==> src/rtl/hazard_check_unit.sv <==
// Scoreboard-based RAW/WAW hazard check ahead of the index stage.
// Tracks in-flight destinations and hands out issue numbers that the commit path frees again.
module hazard_check_unit #(
  parameter int NUM_ENTRY_HAZARD   = 8,
  parameter int WIDTH_ENTRY_HAZARD = $clog2(NUM_ENTRY_HAZARD),
  parameter int WIDTH_INDEX        = 6
) (
  input  logic                          clock,
  input  logic                          reset,
  input  logic                          I_Req,
  input  logic                          I_Dst_V,
  input  logic [WIDTH_INDEX:0]          I_Dst,
  input  logic                          I_Src1_V,
  input  logic                          I_Src2_V,
  input  logic                          I_Src3_V,
  input  logic [WIDTH_INDEX:0]          I_Src1,
  input  logic [WIDTH_INDEX:0]          I_Src2,
  input  logic [WIDTH_INDEX:0]          I_Src3,
  output logic                          O_Ready,
  output logic                          O_Issue,
  output logic [WIDTH_ENTRY_HAZARD-1:0] O_Issue_No,
  input  logic                          I_Commit,
  input  logic [WIDTH_ENTRY_HAZARD-1:0] I_Commit_No,
  output logic                          O_Full,
  output logic                          O_Empty,
  output logic [WIDTH_ENTRY_HAZARD:0]   O_Count
);

  logic [NUM_ENTRY_HAZARD-1:0]   valid_q, valid_d;
  logic [NUM_ENTRY_HAZARD-1:0]   dst_v_q, dst_v_d;
  logic [WIDTH_INDEX:0]          dst_q [NUM_ENTRY_HAZARD];
  logic [WIDTH_INDEX:0]          dst_d [NUM_ENTRY_HAZARD];
  logic [WIDTH_ENTRY_HAZARD:0]   count_q, count_d;
  logic                          issue_q, issue_d;
  logic [WIDTH_ENTRY_HAZARD-1:0] issue_no_q, issue_no_d;

  logic                          raw, waw, full;
  logic                          alloc_found;
  logic [WIDTH_ENTRY_HAZARD-1:0] alloc_no;
  logic                          accept, commit_eff;

  // Hazards look only at registered table state, so a same-cycle commit never unblocks.
  always_comb begin
    raw = 1'b0;
    waw = 1'b0;
    for (int unsigned i = 0; i < NUM_ENTRY_HAZARD; i++) begin
      if (valid_q[i] && dst_v_q[i]) begin
        if (I_Src1_V && (I_Src1 == dst_q[i])) raw = 1'b1;
        if (I_Src2_V && (I_Src2 == dst_q[i])) raw = 1'b1;
        if (I_Src3_V && (I_Src3 == dst_q[i])) raw = 1'b1;
        if (I_Dst_V  && (I_Dst  == dst_q[i])) waw = 1'b1;
      end
    end
  end

  always_comb begin
    alloc_found = 1'b0;
    alloc_no    = '0;
    for (int unsigned i = 0; i < NUM_ENTRY_HAZARD; i++) begin
      if (!valid_q[i] && !alloc_found) begin
        alloc_found = 1'b1;
        alloc_no    = WIDTH_ENTRY_HAZARD'(i);
      end
    end
  end

  assign full       = &valid_q;
  assign O_Ready    = !full && !raw && !waw;
  assign accept     = I_Req && O_Ready;
  assign commit_eff = I_Commit && valid_q[I_Commit_No];

  always_comb begin
    valid_d    = valid_q;
    dst_v_d    = dst_v_q;
    dst_d      = dst_q;
    count_d    = count_q;
    issue_d    = accept;
    issue_no_d = issue_no_q;

    if (commit_eff) begin
      valid_d[I_Commit_No] = 1'b0;
    end

    // The allocated slot is free before the edge, so it never collides with the commit slot.
    if (accept) begin
      valid_d[alloc_no] = 1'b1;
      dst_v_d[alloc_no] = I_Dst_V;
      dst_d[alloc_no]   = I_Dst;
      issue_no_d        = alloc_no;
    end

    case ({accept, commit_eff})
      2'b10:   count_d = count_q + (WIDTH_ENTRY_HAZARD+1)'(1);
      2'b01:   count_d = count_q - (WIDTH_ENTRY_HAZARD+1)'(1);
      default: count_d = count_q;
    endcase
  end

  always_ff @(posedge clock) begin
    if (reset) begin
      valid_q    <= '0;
      dst_v_q    <= '0;
      dst_q      <= '{default: '0};
      count_q    <= '0;
      issue_q    <= 1'b0;
      issue_no_q <= '0;
    end else begin
      valid_q    <= valid_d;
      dst_v_q    <= dst_v_d;
      dst_q      <= dst_d;
      count_q    <= count_d;
      issue_q    <= issue_d;
      issue_no_q <= issue_no_d;
    end
  end

  assign O_Issue    = issue_q;
  assign O_Issue_No = issue_no_q;
  assign O_Full     = full;
  assign O_Empty    = ~|valid_q;
  assign O_Count    = count_q;

endmodule

==> config.mk <==
export PLATFORM = sky130hd
export DESIGN_NAME = hazard_check_unit
export DESIGN_NICKNAME = d
export VERILOG_FILES = /design/src/rtl/hazard_check_unit.sv
export SDC_FILE = /design/constraint.sdc
export NUM_CORES = 1
export LEC_CHECK = 0
export CAP_MARGIN = 0
export CORE_ASPECT_RATIO = 0.9
export CORE_UTILIZATION = 45
export CTS_BUF_LIST = sky130_fd_sc_hd__clkbuf_8
export CTS_CLUSTER_SIZE = 25
export DETAILED_ROUTE_END_ITERATION = 6
export GPL_TIMING_DRIVEN = 0
export SYNTH_ARGS = -nofsm -noshare
export SYNTH_HDL_FRONTEND = slang
export SYNTH_SLANG_ARGS = --single-unit
==> constraint.sdc <==
create_clock -name clock -period 4.32 [get_ports clock]
set_input_delay 1.296 -clock clock [delete_from_list [all_inputs] [get_ports clock]]
set_output_delay 1.296 -clock clock [all_outputs]
set_load 0.005 [all_outputs]
# Word level (Yosys, flattened, before mapping)
# Index checks and enable logic that the tools add are counted.
[totals]
reg_bits = 80
latch_bits = 0
ramBits = 0
romBits = 0
in_bits = 39
output_inout_bits = 11
elab_cells = 208
n_memories = 0
[op_classes]
addsub = 2
mul = 0
div = 0
magnitude_cmp = 6
n_eq_ne = 34
n_shift = 0
mux = 75
bitwise_logic = 4
reduce_logical = 74
[ops]
columns = ["operator", "count"]
rows = [
  ["7-bit equality test", 32],
  ["1-bit 2-to-1 mux", 59],
  ["56-bit bitwise mux", 1],
  ["1-bit logical AND", 54],
  ["7-bit demux with 3-bit select", 1],
  ["3-bit 2-to-1 mux", 6],
  ["1-bit zero test", 17],
  ["8-bit 2-to-1 mux", 2],
  ["8-bit bitwise AND", 1],
  ["8-bit bitwise mux", 1],
  ["3-bit by 4-bit less-than comparator with 1-bit output (second input constant)", 2],
  ["8-bit NOT", 1],
  ["8-bit OR", 1],
  ["4-bit case mux with 2 select lines", 1],
  ["8-bit AND reduction", 1],
  ["8-bit OR reduction", 1],
  ["7-bit 2-to-1 mux", 1],
  ["1-bit demux with 3-bit select", 2],
  ["3-bit by 1-bit >= comparator with 1-bit output (second input constant)", 2],
  ["4-bit by 1-bit adder with 4-bit output (second input constant)", 1],
  ["4-bit >= comparator (second input constant)", 1],
  ["4-bit by 1-bit less-than comparator with 1-bit output (second input constant)", 1],
  ["3-bit NOT with 4-bit output", 1],
  ["4-bit by 1-bit subtractor with 4-bit output (second input constant)", 1],
  ["other kinds (4)", 4],
]

# Longest topological paths before layout
[depth]
word_depth = 40
depth_mapped = 16
depth_no_buf = 14

# Worst setup path before layout
# No wires, ideal clock.
[synth_timing]
path_kind = "in2reg"
from = "in I_Src2[6]"
to = "reg count_q[3], in the netlist O_Count[3]"
setup_ns = 0.071
t_arrival_ns = 4.002
t_required_ns = 4.249
path_slack_ns = 0.247
path_stages = 16
path_buffers = 2
path_cell_list = "buf_4 -> xnor2_1 -> nand4_1 -> nor2_1 -> nor3_2 -> o22ai_1 -> a2111oi_4 -> buf_6 -> nand3_1 -> ha_1 -> ha_1 -> a21o_1 -> a21oi_1 -> xnor2_1 -> or3_1 -> a21oi_1"
[synth_between]
elab_chain_cells = 39
word_cells_on_any_way = 55
classes_between = "eq/ne (10); mux (32); reduce/logical (13)"
[synth_rtl]
columns = ["element", "line", "rtl"]
rows = [
  ["start: declaration", "17", "input logic [WIDTH_INDEX:0] I_Src2,"],
  ["7-bit equality test", "49", "if (I_Src2_V && (I_Src2 == dst_q[i])) raw = 1'b1;"],
  ["1-bit logical AND", "49", ""],
  ["1-bit 2-to-1 mux", "49", ""],
  ["1-bit 2-to-1 mux", "50", "if (I_Src3_V && (I_Src3 == dst_q[i])) raw = 1'b1;"],
  ["1-bit 2-to-1 mux", "47", "if (valid_q[i] && dst_v_q[i]) begin"],
  ["1-bit 2-to-1 mux", "48", "if (I_Src1_V && (I_Src1 == dst_q[i])) raw = 1'b1;"],
  ["1-bit 2-to-1 mux", "49", ""],
  ["1-bit 2-to-1 mux", "50", ""],
  ["[... 22 more ...]", "-", ""],
  ["1-bit 2-to-1 mux", "49", ""],
  ["1-bit 2-to-1 mux", "50", ""],
  ["1-bit 2-to-1 mux *", "47", ""],
  ["1-bit zero test *", "68", "assign O_Ready = !full && !raw && !waw;"],
  ["1-bit logical AND * (2 in a row)", "68", ""],
  ["1-bit logical AND *", "69", "assign accept = I_Req && O_Ready;"],
  ["2-bit by 1-bit equality test with 1-bit output / 2-bit equality test (equally long branches)", "92", "case ({accept, commit_eff})"],
  ["4-bit case mux with 2 select lines / 2-bit nonzero test (equally long branches)", "-", ""],
  ["end signal: assignment", "111", "count_q <= count_d;"],
  ["end: declaration", "33", "logic [WIDTH_ENTRY_HAZARD:0] count_q, count_d;"],
]
# Mark *: on every way between the ends. The rest lies on a longest branch, timed or not.
# A chain may end at the register's enable or synchronous reset.

# Worst setup path in the final report
[layout_timing]
from = "in I_Src1[5]"
to = "out O_Ready"
[layout_between]
elab_chain_cells = 37
word_cells_on_any_way = 51
classes_between = "eq/ne (8); mux (32); reduce/logical (11)"
[layout_rtl]
columns = ["element", "line", "rtl"]
rows = [
  ["start: declaration", "16", "input logic [WIDTH_INDEX:0] I_Src1,"],
  ["7-bit equality test", "48", ""],
  ["1-bit logical AND", "48", ""],
  ["1-bit 2-to-1 mux", "48", ""],
  ["1-bit 2-to-1 mux", "49", ""],
  ["1-bit 2-to-1 mux", "50", ""],
  ["1-bit 2-to-1 mux", "47", ""],
  ["1-bit 2-to-1 mux", "48", ""],
  ["1-bit 2-to-1 mux", "49", ""],
  ["[... 20 more ...]", "-", ""],
  ["1-bit 2-to-1 mux", "50", ""],
  ["1-bit 2-to-1 mux", "47", ""],
  ["1-bit 2-to-1 mux", "48", ""],
  ["1-bit 2-to-1 mux", "49", ""],
  ["1-bit 2-to-1 mux", "50", ""],
  ["1-bit 2-to-1 mux *", "47", ""],
  ["1-bit zero test *", "68", ""],
  ["1-bit logical AND * (2 in a row)", "68", ""],
  ["end: declaration", "19", "output logic O_Ready,"],
]
# Marked as above.

==> impl_metrics.ini <==
[run_status]
outcome = complete, no violations

[placed_design]
place_congestion = 0.974
place_hpwl_microns = 15100
place_area_sq_um = 7060
place_ws_ns = -0.835
port_buffers = 18

[cells_and_area]
final_common_cell = xor2_1
filler_cell_count = 1336
syn2layout_area_growth_pct = 12.4
layout-drive-gt1-share = 0.172
antenna_cells = 0
layout_common_cells = 130 x xor2_1, 97 x xnor2_1, 80 x dfxtp_1, 74 x nand2b_1, 64 x mux2i_1
fin_nets = 847
final_area_sq_um = 7460

[clock_tree]
clockBufferDepth = 2
cts.clk_slew.worst_paths_ns = 0.08
clockRootBuffer = clkbuf_8
insertion_delay_ns = 0.39
clock-sinks = 80
cts-htree-levels = 3
cts_tree = built
cts_made_buffers = 9
cts_hold_buf = 0

[power]
power_density_nw_per_um2 = 246
p_leak_uw = 0.00335
vdd_drop_max_v = 0.000248

[timing]
fmax_ghz = 0.238
fin_worst_skew_ns = 0.0126
final.period_utilization = 0.973
setup_viol_count_final = 0
hold_violations = 0
drv_slew = 0
worst_slew_pin_slew_ns = 0.815
relSlewSlack = 0.456
final.min_clock_period_ns = 4.20
setup_ws_ns = 0.117
rsz0062_at_grt = no

[global_route]
antenna_found_initial = 1
grt_pass1_wl_microns = 32800
overflow = 0
grt_pass1_vias = 5382
grt_max_degree = 14
grt_usage = 0.302

[detailed_routing]
ant_nets = 0
drcViolationCount = 0
firstDrtPassIters = 7
drtIter0Drc = 442
post_drt_wl_per_cell_microns = 22.1
viasPerCell = 5.62
routed_wl_microns = 22100
vias = 5615

[yosys]
yosysTopAreaCellShare = 0.241
synth_top_flop_cell = dfxtp_1
yosysSeqAreaShare = 0.241
synth_warnings = 0
yosysUniqueCellTypes = 44
synth_nets = 815
netlist_area_sq_um = 6640
avgSynthCellArea_sq_um = 8.60
ys_async_sr_fraction = 0
syn_inst = 772
synth-seq-cells = 80
synth_area_leaders = dfxtp_1 24%, xor2_1 17%, xnor2_1 13%
yosysTopAreaCell = dfxtp_1
synth_edf_count = 0

[setup_path]
critPathMostFrequentCell = buf_6
worst_path_max_delay_cell = a2111oi_4
worst-path-max-fanout = 8
crit_type = primary input to primary output
reg2reg_slack_ns = 0.69
endpoint_kind = primary output
critPathLaunchType = primary input
worstPathArrival_ns = 2.91
cp_cell_sequence = buf_6, xnor2_1, nand4_1, nor2_1, a41oi_2, o22ai_2, a2111oi_4, buf_6, and2_4, clkbuf_2
critPathMaxStageDelay_ns = 0.45
worstPathRequired_ns = 3.02
ff2ff_path_depth = 16

[floorplanning]
die_area_sq_um = 15200
ios = 50
rows = 41
die_h_microns = 117
core_sq_um = 14200
initial_core_util = 0.467
fp.dieW_microns = 130

[min_path]
worstHoldPathType = flop to flop
min_delay_path_depth = 2

[run]
drv_cap = 0
[registers in the layout, indices dropped and copies added (netlist names)]
name / cells
valid_q: 8
dst_q: 56
dst_v_q: 8
O_Count: 4
O_Issue: 1
O_Issue_No: 3
[what timing repair did]
action,4_1_cts,5_1_grt
pin swaps,8,4
setup buffers,4,0
gates resized for setup,35,7
hold endpoints to repair,0,0
endpoints found under the setup margin,2,2
[area by class of cell]
type | count | area (sq um) | area share
multi-input cells | 567 | 4400 | 0.591
flip-flops and latches | 80 | 1600 | 0.215
plain buffers | 116 | 747 | 0.100
well taps | 193 | 241 | 0.0324
repair buffers | 22 | 204 | 0.0273
clock buffers | 9 | 124 | 0.0166
clock inverters | 5 | 106 | 0.0143
inverters | 8 | 30.0 | 0.00403
[routing by layer]
layer,GRT usage,up-vias,wire (microns)
met3,0.0673,69,1640
met2,0.483,268,10100
met5,0,-,0
li1,-,2584,-
met1,0.390,2694,9500
met4,0.136,0,896
[cell families after synthesis]
logic type,share of synthesized area
fa+ha+maj,0.00867
buf+inv,0.107
simple gates,0.191
xor+xnor,0.300
flops,0.241
mux,0.105
compound gates,0.0477
[synthesized netlist by cell type (8+ instances only)]
cell type  number
clkbuf_2        8
buf_6          14
nor4_1         33
xor2_1        130
buf_2          57
nor2_1         31
dfxtp_1        80
nand2b_1       74
xnor2_1        97
clkbuf_1       15
nand4_1        36
buf_4          15
inv_1           8
a21oi_1        24
nand2_1        27
mux2i_1        64
buf_1           8
[path summary, 6_finish.rpt]
kind	end	start
max	O_Ready	I_Src1[5]
min	dst_v_q[4]	dst_v_q[4]
max reg2reg	O_Count[3]	valid_q[1]
min reg2reg	dst_v_q[4]	dst_v_q[4]
[through the flow]
| step | cells | total power (uW) | utilization | TNS, ns | hold WS (ns) |
|---|---|---|---|---|---|
| after CTS | 1000 | 1830 | 0.524 | 0 | 0.483 |
| after global placement | 983 | 1140 | 0.497 | -1.51 | 0.462 |
| after global routing | 1000 | 1890 | 0.525 | 0 | 0.505 |
| final | 1000 | 1830 | 0.525 | 0 | 0.484 |
| after floorplan | 772 | 1040 | - | 0 | 0.449 |
| after detailed placement | 983 | 1150 | 0.497 | -1.67 | 0.470 |
[power breakdown]
group	leakage, uW	switching (uW)	internal (uW)	total, uW
clock network	0.000112	303	380	682
registers	0.000648	7.42	753	760
logic	0.00259	228	161	389
total	0.00335	538	1290	1830
[critical path: cells and delay by family]
family | cells | cell delay [ns]
buf+inv | 3 | 0.40
xor+xnor | 1 | 0.13
simple gates | 3 | 0.29
compound gates | 3 | 0.76
(Power assumes the default switching activity.)
